$ cat src/rtl/scaler_issue_pkg.sv
// Shared widths, state encoding and helpers for the scaler operand issue stage.
package scaler_issue_pkg;

  localparam int ADD_OUT_WIDTH = 16;
  localparam int SCALER_WIDTH  = 16;
  localparam int NUM_CH        = 16;
  localparam int CH_W          = 4;
  localparam int PIX_W         = 16;

  typedef enum logic [1:0] {
    ST_IDLE  = 2'd0,
    ST_RUN   = 2'd1,
    ST_DRAIN = 2'd2
  } state_t;

endpackage

$ cat src/rtl/scaler_table.sv
// Per-channel scaler coefficient store: one synchronous write port, one async read port.
// Contents survive reset; no read latency, write visible on the following cycle.
module scaler_table #(
  parameter int W     = 16,
  parameter int DEPTH = 16,
  parameter int AW    = 4
) (
  input  logic          clk,
  input  logic          we,
  input  logic [AW-1:0] waddr,
  input  logic [W-1:0]  wdata,
  input  logic [AW-1:0] raddr,
  output logic [W-1:0]  rdata
);

  logic [W-1:0] mem [DEPTH];

  always_ff @(posedge clk) begin
    if (we) mem[waddr] <= wdata;
  end

  assign rdata = mem[raddr];

endmodule

$ cat src/rtl/scaler_issue.sv
// Registers multiplier operands from the acc stream and delays valid/last/channel tags 2 cycles.
// Accepts one acc per cycle in RUN only; no downstream backpressure (multiplier has no enable).
module scaler_issue
  import scaler_issue_pkg::*;
#(
  parameter int ADD_OUT_WIDTH = scaler_issue_pkg::ADD_OUT_WIDTH,
  parameter int SCALER_WIDTH  = scaler_issue_pkg::SCALER_WIDTH,
  parameter int NUM_CH        = scaler_issue_pkg::NUM_CH,
  parameter int CH_W          = scaler_issue_pkg::CH_W,
  parameter int PIX_W         = scaler_issue_pkg::PIX_W
) (
  input  logic                     clk,
  input  logic                     rst,
  input  logic                     cfg_we,
  input  logic [CH_W-1:0]          cfg_addr,
  input  logic [SCALER_WIDTH-1:0]  cfg_data,
  input  logic                     start,
  input  logic [CH_W:0]            ch_count,
  input  logic [PIX_W-1:0]         num_pix,
  input  logic                     acc_valid,
  input  logic [ADD_OUT_WIDTH-1:0] acc_data,
  output logic                     acc_ready,
  output logic [ADD_OUT_WIDTH-1:0] mult_in1,
  output logic [SCALER_WIDTH-1:0]  mult_in2,
  output logic                     res_valid,
  output logic                     res_last,
  output logic [CH_W-1:0]          res_ch,
  output logic                     busy,
  output logic                     done,
  output logic                     err
);

  typedef struct packed {
    logic            vld;
    logic            last;
    logic [CH_W-1:0] ch;
  } tag_t;

  localparam logic [CH_W:0]    CH_ONE  = (CH_W+1)'(1);
  localparam logic [PIX_W-1:0] PIX_ONE = PIX_W'(1);
  localparam logic [CH_W:0]    CH_MAX  = (CH_W+1)'(NUM_CH);

  state_t            state_q, state_d;
  logic [CH_W-1:0]   ch_q;
  logic [PIX_W-1:0]  pix_q;
  logic [CH_W:0]     ch_count_q;
  logic [PIX_W-1:0]  num_pix_q;
  tag_t              tag1_q, tag2_q;
  logic              err_q;
  logic [SCALER_WIDTH-1:0] tbl_rd;

  logic hs, ch_wrap, is_last, start_ok, in_idle;

  assign in_idle  = (state_q == ST_IDLE);
  assign hs       = acc_valid && acc_ready;
  assign ch_wrap  = ({1'b0, ch_q} == (ch_count_q - CH_ONE));
  assign is_last  = ch_wrap && (pix_q == (num_pix_q - PIX_ONE));
  assign start_ok = start && (ch_count != '0) && (ch_count <= CH_MAX) && (num_pix != '0);

  // Writes are only legal in IDLE, so the async read never sees a same-cycle write.
  scaler_table #(
    .W     (SCALER_WIDTH),
    .DEPTH (NUM_CH),
    .AW    (CH_W)
  ) u_table (
    .clk   (clk),
    .we    (cfg_we && in_idle),
    .waddr (cfg_addr),
    .wdata (cfg_data),
    .raddr (ch_q),
    .rdata (tbl_rd)
  );

  always_ff @(posedge clk) begin
    if (rst) state_q <= ST_IDLE;
    else     state_q <= state_d;
  end

  always_comb begin
    state_d = state_q;
    case (state_q)
      ST_IDLE:  if (start_ok) state_d = ST_RUN;
      ST_RUN:   if (hs && is_last) state_d = ST_DRAIN;
      ST_DRAIN: if (tag2_q.vld && tag2_q.last) state_d = ST_IDLE;
      default:  state_d = ST_IDLE;
    endcase
  end

  always_comb begin
    acc_ready = (state_q == ST_RUN);
    busy      = (state_q != ST_IDLE);
  end

  always_ff @(posedge clk) begin
    if (rst) begin
      ch_q       <= '0;
      pix_q      <= '0;
      ch_count_q <= '0;
      num_pix_q  <= '0;
      mult_in1   <= '0;
      mult_in2   <= '0;
      tag1_q     <= '0;
      tag2_q     <= '0;
      err_q      <= 1'b0;
    end else begin
      if (in_idle && start_ok) begin
        ch_q       <= '0;
        pix_q      <= '0;
        ch_count_q <= ch_count;
        num_pix_q  <= num_pix;
      end else if (hs) begin
        if (ch_wrap) begin
          ch_q  <= '0;
          pix_q <= pix_q + PIX_ONE;
        end else begin
          ch_q  <= ch_q + CH_W'(1);
        end
      end
      if (hs) begin
        mult_in1 <= acc_data;
        mult_in2 <= tbl_rd;
      end
      tag1_q <= tag_t'{vld: hs, last: hs && is_last, ch: ch_q};
      tag2_q <= tag1_q;
      err_q  <= (cfg_we && !in_idle) || (start && !(in_idle && start_ok));
    end
  end

  assign res_valid = tag2_q.vld;
  assign res_last  = tag2_q.vld && tag2_q.last;
  assign res_ch    = tag2_q.ch;
  assign done      = tag2_q.vld && tag2_q.last;
  assign err       = err_q;

endmodule

$ cat config.mk
export PLATFORM = sky130hd
export DESIGN_NAME = scaler_issue
export DESIGN_NICKNAME = d
export VERILOG_FILES = /design/src/rtl/scaler_issue_pkg.sv /design/src/rtl/scaler_table.sv /design/src/rtl/scaler_issue.sv
export SDC_FILE = /design/constraint.sdc
export NUM_CORES = 1
export LEC_CHECK = 0
export ABC_AREA = 1
export CAP_MARGIN = 40
export CORE_UTILIZATION = 53
export CTS_CLUSTER_SIZE = 30
export DETAILED_ROUTE_END_ITERATION = 10
export PLACE_DENSITY = 0.76
export SLEW_MARGIN = 20
export SYNTH_ARGS = -nofsm -noshare
export SYNTH_HDL_FRONTEND = slang
export SYNTH_SLANG_ARGS = --single-unit
$ cat constraint.sdc
create_clock -name clk -period 2.1 [get_ports clk]
set_input_delay 0.42 -clock clk [delete_from_list [all_inputs] [get_ports clk]]
set_output_delay 0.42 -clock clk [all_outputs]
set_load 0.02 [all_outputs]
==> parameters.txt, run 1 <==
Parameter                              Value

Timing
  Final worst setup slack    a little under 0.1 ns
  Highest attainable clock frequency    between 400 and 500 MHz
  Fin. Hold Viols    0
  Post-route clock skew    0.02941 ns
  Time the worst path needs with I/O delays and setup    between 2 and 2.5 ns
  Number of endpoints failing setup at the final stage    0
  Final hold slack    roughly 0.4 ns
  Max transition margin    50.37%
  Worst Max-Slew Pin Slew    approximately 0.74 ns
  Final Max Tran Viols    0
  Unrepaired setup endpoints after global routing    no
  Final period util    95.39%

Yosys
  Number of synthesized flops with an enable pin    approximately 260
  Number of unique standard cell types used by synthesis    36
  Fraction of synthesized cell area taken by the top area cell type    54.66%
  Fraction of registers with async set/reset    0%
  Netlist Area Pre-Place    14,060 µm²
  Synth cell count leaders    edfxtp_1, nor2_1, o21ai_0
  Syn_area_per_cell    roughly 11 µm²
  Synth area leaders    edfxtp_1, dfxtp_1, o21ai_0
  Synth Instances    1,312
  Top FF cell, synth    edfxtp_1
  Register bit count reported by yosys    344
  Sequential share of the synthesized area    67.18%
  Yosys warning total    0
  Nets in the synthesized netlist    1,378
  Post-synthesis cell type with the largest combined area    edfxtp_1
  Most common cell in the synthesized netlist    edfxtp_1

CTS
  Skew-Pair Late Insertion Delay    0.54 ns
  Deepest clock path buffer count    3
  CTS Hold Bufs    0
  Num CTS Buffers    37
  Buffers inserted by post-CTS timing repair    0
  TritonCTS sink count    approximately 340
  Reg clk slew, reported paths    0.06 ns
  H-tree levels    2
  Clock tree from TritonCTS    yes
  CTS Root Cell    clkbuf_16

Floorplan
  Count of standard-cell rows    59
  Die outline area    between 20,000 and 30,000 µm²
  Num ports    104
  Width of the chip    164.9 µm
  Die height    approximately 160 µm
  Initial cell density of the core    53.97%
  Core Region    26,060 µm²

Setup path
  Required time of the worst setup path    1.68 ns
  Largest fanout on the critical path    2
  CP Cell Sequence    nand2_1 > inv_1 > clkdlybuf4s50_1
  Data arrival time at the worst-slack endpoint    1.58 ns
  Crit path capture type    primary output
  Master of the slowest instance on the critical path    clkdlybuf4s50_1
  Crit Path Category    reg2out
  Max incr delay on CP    0.60 ns
  Critical Path Source Type    flip-flop

Job
  Max-capacitance violation count    0

Drt
  Antenna-violating nets left    0
  First-iteration detailed-routing DRC count    approximately 1,200
  Mean number of vias per cell    5.802
  Total routed wirelength    35,180 µm
  Residual DRC count    0
  Detail-routed net length per standard cell    roughly 20 µm
  Count of TritonRoute iterations in the first routing pass    5
  Via Count    10,470

Global route
  Antenna violations before repair    0
  Number of global-route vias before repair    9,997
  Global-route total usage across every layer    26.10%
  Maximum number of pins on one net before global-route repair    65
  Global-route congestion overflow total    0
  Wire length of the first global-routing pass    53,450 µm

Final layout
  Number of fillers in the final layout    ~1,900
  Number of diodes    0
  Post-route insts no fill    about 1,800
  Fraction of final layout cells with drive strength greater than 1    approximately a tenth
  Synthesis-to-finish area growth    21.96%
  Final-stage net count    1,509
  Utilization after layout    approximately 66%
  Area of all placed cells without fillers    between 15,000 and 20,000 µm²

Place
  HPWL Detailed    22,270 µm
  Number of cells after detailed placement    1,739
  Cell area after placement    15,940 µm²
  Quantity of I/O buffers inserted on ports    just over 100
  Routability congestion estimate    0.9317
  Worst setup slack before clock tree synthesis    -0.02469 ns

Power and ir drop
  Leakage power    around 0.0061 µW
  Worst supply voltage drop on vdd    0.6874 mV
  Pwr Density    872.6 nW/µm²

Hold path
  Path category of the worst min-delay check    reg2reg

Run status
  Run status    finished clean
[worst max-delay path, delay by kind of cell, from the launching register on]
| kind | cells | cell delay, ns |
|---|---|---|
| buffers and inverters | 2 | 0.67 |
| DFF | 1 | 0.33 |
| and+or+nand+nor | 1 | 0.08 |
[power breakdown]
| part | internal [µW] | switching, µW |
|---|---|---|
| Combinational | 417 | 641 |
| Sequential | 7420 | 68.4 |
| Clock | 3750 | 2680 |
[area by class of cell]
| class | instances | area (µm²) | share of cell area [%] |
|---|---|---|---|
| Tap cell | 335 | 419.2 | 2.443 |
| Timing Repair Buffer | 171 | 1752 | 10.21 |
| Clock buffer | 43 | 979.7 | 5.711 |
| Multi-Input combinational cell | 817 | 4058 | 23.65 |
| Inverter | 72 | 274.0 | 1.597 |
| Sequential cell | 344 | 9454 | 55.11 |
| Clock inverter | 22 | 217.7 | 1.269 |
[stage by stage]
step	TNS, ns	power [µW]
3_3_place_gp	-0.04935	8649
5_1_grt	0	15400
2_1_floorplan	-3.427	8159
3_5_place_dp	-0.2341	8666
6_report	0	14970
4_1_cts	0	15010
[timing repair]
action,CTS,global route
hold endpoints to repair,0,0
cloned,0,0
setup endpoints to repair,2,2
resized for setup,2,6
[worst paths after layout]
check | startpoint | to | cells after the start | slack [ns]
max | res_valid | res_last | 3 | 0.1
min | tag1_q[4] | tag2_q[4] | 2 | 0.40
max reg2reg | ch_count_q[0] | pix_q[2] | 9 | 0.19
min reg2reg | tag1_q[4] | tag2_q[4] | 2 | 0.40
[per-layer routing]
| metal | global-route usage, % | part of all wire (%) | vias to the layer above |
|---|---|---|---|
| met5 | 0 | 0 | - |
| met4 | 11.34 | 3.5 | 0 |
| met3 | 4.194 | 8.2 | 93 |
| met2 | 44.06 | 49 | 505 |
| met1 | 33.30 | 40 | 4979 |
| li1 | - | - | 4890 |
[sequential cells by signal (all words and copies together) (netlist names)]
register,cells
u_table.mem,256
mult_in1,16
mult_in2,16
num_pix_q,16
pix_q,16
tag1_q,6
ch_count_q,5
ch_q,4
res_ch,4
state_q,2
err,1
res_valid,1
tag2_q,1
[layout by cell type (no fill, tap or decap), drive strengths merged, types with 2 or more instances in the layout]
master / count
ha: 4
dlygate4sd2: 2
o21ai: 194
nand3: 41
xor2: 16
edfxtp: 256
inv: 73
nand4: 6
nor4: 8
nor3b: 4
buf: 68
clkbuf: 43
nor2: 247
bufinv: 3
xnor2: 11
o221ai: 20
o21bai: 11
a21oi: 45
clkinv: 17
o211ai: 6
nand2: 133
nor3: 10
clkdlybuf4s50: 101
dfxtp: 88
or2: 2
o22ai: 55
[logic make-up after synthesis]
family | count (synthesis) | share of synthesized area [%]
compound gates | 334 | 13.26
xor+xnor | 27 | 1.735
fa+ha+maj | 4 | 0.3559
buf+inv | 151 | 4.341
flops | 344 | 67.18
simple gates | 452 | 13.13
Power figures use the tool's default switching activity.
==> run 2: changes to the inputs <==
--- a/config.mk
+++ b/config.mk
@@ -8,9 +8,10 @@
 export ABC_AREA = 1
 export CAP_MARGIN = 40
 export CORE_UTILIZATION = 53
-export CTS_CLUSTER_SIZE = 30
+export CTS_CLUSTER_SIZE = 8
 export DETAILED_ROUTE_END_ITERATION = 10
 export PLACE_DENSITY = 0.76
+export SETUP_SLACK_MARGIN = 0.2
 export SLEW_MARGIN = 20
 export SYNTH_ARGS = -nofsm -noshare
 export SYNTH_HDL_FRONTEND = slang
==> constraint.sdc (replaced) <==
create_clock -name clk -period 2.1 [get_ports clk]
set_input_delay 0.315 -clock clk [delete_from_list [all_inputs] [get_ports clk]]
set_output_delay 0.315 -clock clk [all_outputs]
set_load 0.02 [all_outputs]
==> run 2 against run 1 <==
  * Critical path depth fell by 2
  * Power rose by 4.8%
  * Clock skew rose by 0.0036 ns
  * Critical path type unchanged
  * Final cell count rose by 0.39%
  * Global-route usage fell by 0.14 points
  * Sequential power barely moved
  * Design area rose by 1.2%
==> parameters.txt, run 2 (synthesis results as in run 1) <==
Parameter                              Value

Floorplan
  Num ports    104 (unchanged)
  Die outline area    27,190 µm² (unchanged)
  Core Region    26,060 µm² (unchanged)
  Die height    164.9 µm (unchanged)
  Count of standard-cell rows    59 (unchanged)
  Initial cell density of the core    53.97% (unchanged)
  Width of the chip    164.9 µm (unchanged)

CTS
  Num CTS Buffers    49 (was 37)
  CTS Root Cell    clkbuf_16 (unchanged)
  Clock tree from TritonCTS    yes (unchanged)
  H-tree levels    2 (unchanged)
  CTS Hold Bufs    0 (unchanged)
  Skew-Pair Late Insertion Delay    0.58 ns (was 0.54 ns)
  Deepest clock path buffer count    3 (unchanged)
  Reg clk slew, reported paths    0.05 ns (was 0.06 ns)
  TritonCTS sink count    344 (unchanged)

Setup path
  Crit path max-delay family    buffers and inverters (unchanged)
  Master of the slowest instance on the critical path    clkdlybuf4s50_1 (unchanged)
  Crit path capture type    primary output (unchanged)
  CP Cell Sequence    clkdlybuf4s50_1 (was nand2_1 > inv_1 > clkdlybuf4s50_1)
  Largest fanout on the critical path    2 (unchanged)
  Required time of the worst setup path    1.78 ns (was 1.68 ns)
  Max incr delay on CP    0.68 ns (was 0.60 ns)
  Critical Path Source Type    flip-flop (unchanged)
  Buf/Inv on CP    1 (was 2)
  Crit Path Category    reg2out (unchanged)
  Data arrival time at the worst-slack endpoint    1.56 ns (was 1.58 ns)

Final layout
  Commonest non-fill, non-tap cell in the layout    edfxtp_1 (unchanged)
  Number of fillers in the final layout    1,906 (was 1,903)
  Most frequent cells in the layout    edfxtp_1, nor2_1, o21ai_0 (unchanged)
  Synthesis-to-finish area growth    23.46% (was 21.96%)
  Final-stage net count    1,518 (was 1,509)
  Fraction of final layout cells with drive strength greater than 1    10.03% (was 10.35%)
  Flip-flop count of the largest register, all copies and words added    256 (unchanged)
  Post-route insts no fill    1,811 (was 1,804)
  Register with the most flip-flops    u_table.mem (unchanged)
  Number of diodes    0 (unchanged)

Global route
  Global routing met2 resource utilization    43.18% (was 44.06%)
  Maximum number of pins on one net before global-route repair    70 (was 65)
  Global-route congestion overflow total    0 (unchanged)
  Number of global-route vias before repair    10,120 (was 9,997)
  Wire length of the first global-routing pass    53,810 µm (was 53,450 µm)
  Met3 usage    4.545% (was 4.194%)
  Met1 Track Usage GR    34.41% (was 33.30%)
  Antenna violations before repair    0 (unchanged)
  Global-route total usage across every layer    25.96% (was 26.10%)
  Busiest metal layer after global routing    met2 (unchanged)

Place
  Quantity of I/O buffers inserted on ports    103 (unchanged)
  Routability congestion estimate    0.9139 (was 0.9317)
  Number of cells after detailed placement    1,733 (was 1,739)
  HPWL Detailed    21,960 µm (was 22,270 µm)

Power and ir drop
  Worst supply voltage drop on vdd    0.6557 mV (was 0.6874 mV)
  Pwr Density    903.3 nW/µm² (was 872.6 nW/µm²)
  Leakage power    0.006223 µW (was 0.006092 µW)
  Power Total    15,690 µW (was 14,970 µW)

Drt
  Mean number of vias per cell    5.805 (was 5.802)
  First-iteration detailed-routing DRC count    1,246 (was 1,178)
  Via Count    10,510 (was 10,470)
  Total routed wirelength    34,980 µm (was 35,180 µm)
  Detail-routed net length per standard cell    19.31 µm (was 19.50 µm)
  Antenna-violating nets left    0 (unchanged)
  Residual DRC count    0 (unchanged)
  Count of TritonRoute iterations in the first routing pass    5 (unchanged)

Timing
  Time the worst path needs with I/O delays and setup    1.875 ns (was 2.003 ns)
  Number of endpoints failing setup at the final stage    0 (unchanged)
  Max transition margin    45.57% (was 50.37%)
  Highest attainable clock frequency    533.4 MHz (was 499.2 MHz)
  Post-route clock skew    0.03302 ns (was 0.02941 ns)
  Worst Max-Slew Pin Slew    0.8156 ns (was 0.7422 ns)
  Unrepaired setup endpoints after global routing    yes (was no)
  Fin. Hold Viols    0 (unchanged)
  Final Max Tran Viols    0 (unchanged)
  Final period util    89.28% (was 95.39%)

Job
  Max-capacitance violation count    0 (unchanged)

Hold path
  Path category of the worst min-delay check    in2reg (was reg2reg)

Run status
  Run status    finished clean (unchanged)
run 2: cell types whose count changed in the layout (fill, tap and decap cells not counted), moves of 8 or more:
cell       change
clkinv_1       -8
nor2_2        -12
clkbuf_1      +18
nor2_1        +11
clkbuf_16     +11
run 2: worst paths after layout:
kind,cells past startpoint,to,slack [ns],startpoint
setup / recovery,1,mult_in2[3],0.23,mult_in2[3]
hold / removal,3,mult_in1[10],0.32,acc_data[10]
setup reg to reg,6,u_table.mem[13][3],0.23,state_q[1]
hold reg to reg,2,res_valid,0.40,tag1_q[5]
run 2: routing by layer:
layer	routed length, µm	vias to the layer above
li1	-	4901
met5	0	-
met4	743	0
met3	2672	56
met1	14440	5093
met2	17120	463
run 2: through the flow:
step / hold WS (ns) / instance area [µm²] / utilization (%) / setup WS [ns] / setup TNS (ns)
global placement: 0.3907 / 15850 / 60.81 / 0.04097 / 0
global route: 0.3211 / 17360 / 66.63 / 0.1172 / 0
floorplan: 0.3883 / 14070 / - / -0.02677 / -4.682
detailed placement: 0.3960 / 15850 / 60.81 / 0.02375 / 0
finish: 0.3156 / 17360 / 66.63 / 0.2252 / 0
CTS: 0.2962 / 17240 / 66.17 / 0.2036 / 0
run 2: final cells by class:
| cell class | instances | area [µm²] | share of cell area [%] |
|---|---|---|---|
| sequential | 344 | 9455 | 54.45 |
| multi-input combinational | 817 | 4105 | 23.64 |
| timing repair buffer | 168 | 1710 | 9.850 |
| clock buffer | 71 | 1309 | 7.537 |
| tap | 335 | 419.2 | 2.414 |
| inverter | 72 | 276.5 | 1.592 |
| clock inverter | 4 | 88.84 | 0.5116 |
run 2: power breakdown:
group / switching [µW] / leakage [µW] / internal [µW] / total, µW
Clock: 2820 / 0.000667 / 4290 / 7110
Sequential: 69.1 / 0.00303 / 7440 / 7500
Combinational: 643 / 0.00253 / 425 / 1070
Total: 3530 / 0.00622 / 12200 / 15700
run 2: timing repair:
action | 4_1_cts | 5_1_grt
gates resized for setup | 5 | 29
endpoints found under the setup margin | 5 | 28
setup buffers | 0 | 3
pin swaps | 0 | 2
==> run 3: changes to the inputs <==
--- a/config.mk
+++ b/config.mk
@@ -7,10 +7,11 @@
 export LEC_CHECK = 0
 export ABC_AREA = 1
 export CAP_MARGIN = 40
-export CORE_UTILIZATION = 53
+export CORE_UTILIZATION = 57
 export CTS_CLUSTER_SIZE = 8
 export DETAILED_ROUTE_END_ITERATION = 10
-export PLACE_DENSITY = 0.76
+export DONT_BUFFER_PORTS = 1
+export PLACE_DENSITY = 0.75
 export SETUP_SLACK_MARGIN = 0.2
 export SLEW_MARGIN = 20
 export SYNTH_ARGS = -nofsm -noshare
==> run 3 against run 2 <==
  * Die area shrank 6.9%
  * Via count shrank 1.6%
  * Clock-buffer cell count shrank 11
  * Fmax shrank 1.3%
  * Sequential power grew 0.7%
  * Hold slack lost 0.30 ns
  * Global-route usage grew 2.1 points
  * Sequential share of layout area grew 2.1 points
  * Register-to-register slack lost 0.03 ns
  * Utilization grew 2.3 points
==> parameters.txt, run 3 (synthesis results as in run 1) <==
Parameter                              Value

Run status
  Run status    finished clean (unchanged)

CTS
  Reg clk slew, reported paths    0.05 ns (about the same)
  Skew-Pair Late Insertion Delay    0.55 ns (was 0.58 ns)
  Num CTS Buffers    48 (was 49)
  Deepest clock path buffer count    3 (unchanged)
  Clock tree from TritonCTS    yes (unchanged)
  H-tree levels    2 (unchanged)
  TritonCTS sink count    344 (unchanged)
  CTS Root Cell    clkbuf_16 (unchanged)

Drt
  Residual DRC count    0 (unchanged)
  Total routed wirelength    35,230 µm (was 34,980 µm)
  Antenna-violating nets left    0 (unchanged)
  Mean number of vias per cell    5.988 (was 5.805)
  Count of TritonRoute iterations in the first routing pass    8 (was 5)
  Via Count    10,340 (was 10,510)
  First-iteration detailed-routing DRC count    987 (was 1,246)
  Detail-routed net length per standard cell    20.40 µm (was 19.31 µm)

Global route
  Number of global-route vias before repair    10,210 (was 10,120)
  Global-route congestion overflow total    0 (unchanged)
  Maximum number of pins on one net before global-route repair    66 (was 70)
  Antenna violations before repair    3 (was 0)
  Global-route total usage across every layer    28.04% (was 25.96%)
  Wire length of the first global-routing pass    54,790 µm (was 53,810 µm)

Setup path
  Data arrival time at the worst-slack endpoint    2.14 ns (was 1.56 ns)
  Worst reg2reg path startpoint    state_q[1] (unchanged)
  Largest fanout on the critical path    16 (was 2)
  CP Cell Sequence    or2_2 > nor2_1 > buf_4 > nand3_1 > nor2_2 > buf_12 (was clkdlybuf4s50_1)
  Required time of the worst setup path    2.34 ns (was 1.78 ns)
  Max incr delay on CP    0.38 ns (was 0.68 ns)
  Worst-case register-to-register setup slack    0.20 ns (was 0.23 ns)
  Reg-to-Reg End    u_table.mem[11][5] (was u_table.mem[13][3])
  Critical Path Source Type    flip-flop (unchanged)
  Worst R2R Path Depth    6 (unchanged)
  Crit Path Category    reg2reg (was reg2out)
  Crit path capture type    flip-flop (was primary output)
  Master of the slowest instance on the critical path    or2_2 (was clkdlybuf4s50_1)

Timing
  Post-route clock skew    0.01470 ns (was 0.03302 ns)
  Unrepaired setup endpoints after global routing    yes (unchanged)
  Final period util    90.48% (was 89.28%)
  Max transition margin    55.16% (was 45.57%)
  Time the worst path needs with I/O delays and setup    1.900 ns (was 1.875 ns)
  Final hold slack    0.01408 ns (was 0.3156 ns)
  Final Max Tran Viols    0 (unchanged)
  Fin. Hold Viols    0 (unchanged)
  Number of endpoints failing setup at the final stage    0 (unchanged)
  Highest attainable clock frequency    526.3 MHz (was 533.4 MHz)
  Worst Max-Slew Pin Slew    0.6704 ns (was 0.8156 ns)

Final layout
  Fraction of final layout cells with drive strength greater than 1    10.92% (was 10.03%)
  Flip-flop count of the largest register, all copies and words added    256 (unchanged)
  Register with the most flip-flops    u_table.mem (unchanged)
  Synthesis-to-finish area growth    18.92% (was 23.46%)
  Number of fillers in the final layout    1,684 (was 1,906)
  Most frequent cells in the layout    edfxtp_1, nor2_1, o21ai_0 (unchanged)
  Final-stage net count    1,454 (was 1,518)
  Commonest non-fill, non-tap cell in the layout    edfxtp_1 (unchanged)

Power and ir drop
  Pwr Density    909.4 nW/µm² (was 903.3 nW/µm²)
  Worst supply voltage drop on vdd    0.7114 mV (was 0.6557 mV)
  Leakage power    0.005903 µW (was 0.006223 µW)
  Power Total    15,210 µW (was 15,690 µW)

Hold path
  Path category of the worst min-delay check    in2reg (unchanged)
  Min-Delay Endpoint    num_pix_q[3] (was mult_in1[10])
  Min-delay src    num_pix[3] (was acc_data[10])
  Number of instances on the worst hold path    2 (was 3)

Floorplan
  Die outline area    25,310 µm² (was 27,190 µm²)
  Count of standard-cell rows    57 (was 59)
  Width of the chip    159.1 µm (was 164.9 µm)
  Initial cell density of the core    58.00% (was 53.97%)
  Die height    159.1 µm (was 164.9 µm)
  Num ports    104 (unchanged)
  Core Region    24,250 µm² (was 26,060 µm²)

Job
  Max-capacitance violation count    0 (unchanged)

Place
  HPWL Detailed    20,970 µm (was 21,960 µm)
  Routability congestion estimate    0.9017 (was 0.9139)
  Quantity of I/O buffers inserted on ports    0 (was 103)
## run 3: worst max-delay path by stage
stage | startpoint | slack [ns] | end | depth (start not counted)
detailed placement | state_q[1] | 0.21 | u_table.mem[1][4] | 6
CTS | ch_count_q[0] | 0.21 | pix_q[7] | 10
finish | state_q[1] | 0.20 | u_table.mem[11][5] | 6
floorplan | state_q[1] | -0.03 | u_table.mem[11][0] | 4
global placement | state_q[1] | 0.26 | u_table.mem[5][2] | 6
global route | ch_count_q[0] | 0.13 | pix_q[6] | 9
## run 3: area by class of cell
class | instances | area (µm²) | area share [%]
timing repair buffer | 105 | 1155 | 6.905
sequential | 344 | 9457 | 56.54
antenna | 2 | 5.005 | 0.02992
clock inverter | 3 | 47.55 | 0.2843
multi-input combinational | 817 | 4134 | 24.72
clock buffer | 60 | 1246 | 7.451
tap | 324 | 405.4 | 2.424
inverter | 72 | 276.5 | 1.653
## run 3: repair_timing
action	CTS	global route
hold endpoints to repair	301	0
setup buffers	0	4
pin swaps	1	8
setup endpoints to repair	6	205
resized for setup	1	27
hold buffers	49	0
## run 3: layer usage
metal,global-route usage [%],part of all wire [%]
met3,8.518,11
met4,10.53,2.6
met1,35.17,39
met2,45.99,48
met5,0,0
## run 3: per-stage QoR
step / utilization [%] / TNS (ns) / worst slack, ns / cells / cell area, µm²
floorplan: - / -4.682 / -0.02677 / 1312 / 14070
global placement: 60.98 / 0 / 0.2647 / 1608 / 14790
detailed placement: 60.98 / 0 / 0.2114 / 1608 / 14790
CTS: 68.35 / 0 / 0.2122 / 1720 / 16570
global route: 68.98 / 0 / 0.1303 / 1727 / 16730
finish: 68.98 / 0 / 0.1999 / 1727 / 16730
## run 3: power by group
part	leakage, µW	internal, µW	switching (µW)
sequential	0.00303	7440	114
combinational	0.00225	333	577
clock	0.000626	4090	2660
total	0.00590	11900	3350
## run 3: worst max-delay path: cells and delay by family (launching register included)
family	cells	cell delay, ns
AND/OR/NAND/NOR	4	0.90
buffers and inverters	2	0.38
flip-flops	1	0.32
==> variant (flow settings as in run 2) <==
Make the reset (`rst`) asynchronous in 2 clocked blocks.
--- a/src/rtl/scaler_issue.sv
+++ b/src/rtl/scaler_issue.sv
@@ -73,3 +73,3 @@
 
-  always_ff @(posedge clk) begin
+  always_ff @(posedge clk or posedge rst) begin
     if (rst) state_q <= ST_IDLE;
@@ -93,3 +93,3 @@
 
-  always_ff @(posedge clk) begin
+  always_ff @(posedge clk or posedge rst) begin
     if (rst) begin
Behaviour: differs if rst is asserted again (counterexample within 4 cycles, from zero or initial values and one cycle with rst high); with rst held inactive, the same outputs for 4 cycles.
==> variant against run 2 <==
Cell area up 5.7%; power shrank 1.3%; die area grew 5.1%; combinational power fell by 16%; area after synthesis rose by 5.1%; sequential cell count unchanged; wire length up 12%; setup slack worse by 23 ps.
==> variant: results (changes against run 2) <==
stage	metric	value	unit	change
status	status	complete, no violations		
yosys	yosysSeqAreaShare	66.9	%	-0.30 points
yosys	yosysMostFrequentCell	nand2_1		
timing	whs	150	ps	-165 ps
routing	top_layer	met5		
placement	placed_cell_area	16700	µm²	+5.3%
yosys	synth_top_family_by_area	simple AND/OR/NAND/NOR gates		
critical_path	crit_fanout	27		+25
yosys	syn-num-nets	1449		+5.2%
routing	dr_wl_met2	18700	µm	+9.3%
routing	routed_via_density	5.74		-1.1%
placement	gp_congestion	0.901		-1.4%
pwr	irDropWorstVdd	0.669	mV	+2.1%
yosys	synthAdderAreaFrac	0.338	%	-0.017 points
finish	nets	1606		+5.8%
finish	fillers	1923		+0.89%
critical_path	crit_family	compound AO/OA/AOI/OAI gates		
timing	skew	35.5	ps	+2.47 ps
critical_path	crit_path_start	ch_q[0]		
routing	met1Wirelength	15600	µm	+7.7%
placement	preCtsSetupSlack	-179	ps	-203 ps
critical_path	ff2ff_setup_slack	200	ps	-20 ps
yosys	avgSynthCellArea	10.7	µm²	-0.27%
global_route	grt_start_max_net_pins	49		-30%
yosys	synth-xor-area-share	1.60	%	-0.14 points
global_route	grt_first_pass_wirelength	59000	µm	+9.7%
yosys	synth_compound_area_share	9.82	%	-3.4 points
critical_path	critical_path.endpoint	mult_in2[2]		
yosys	synthArstFlopShare	25.6	%	+26 points
critical_path	crit_arrival	2390	ps	+830 ps
placement	dp_cells	1852		+6.9%
routing	wirelength	39200	µm	+12%
routing	routedWlPerCell	20.1	µm	+4.2%
timing	post-route-period-util	90.4	%	+1.1 points
global_route	grt_util_met1	36.1	%	+1.7 points
global_route	grt_pass1_vias	10851		+7.2%
pwr	p_leak	7.15	nW	+15%
timing	worst_pin_slew	688	ps	-128 ps
yosys	ys_types	34		-5.6%
yosys	synth.area.top_cells	edfxtp_1 52%, dfrtp_1 15%, nand2_1 6.6%		
placement	dp_hpwl	23400	µm	+6.5%
global_route	antenna_found_initial	1		+1
[variant: changes by cell type in the layout (fill, tap and decap cells not counted), moves of 24 or more]
cell | run 2 | this run
nand2_1 | 132 | 259
dfrtp_1 | 0 | 86
dfxtp_1 | 85 | 0
o21ai_0 | 181 | 137
a21oi_1 | 45 | 18
o22ai_1 | 50 | 74
[variant: power by group]
part | switching, mW | internal, mW | leakage (nW)
Sequential | 0.0207 | 7.36 | 3.40
Combinational | 0.543 | 0.356 | 3.09
Clock | 2.88 | 4.31 | 0.667
[variant: final cells by class]
type	instances	area, µm²	share of cell area [%]
Sequential cell	344	9890	53.9
Clock inverter	3	80.1	0.436
Tap cell	372	465	2.54
Multi-Input combinational cell	888	4280	23.3
Inverter	72	292	1.59
Timing Repair Buffer	186	2010	11.0
Clock buffer	84	1340	7.28
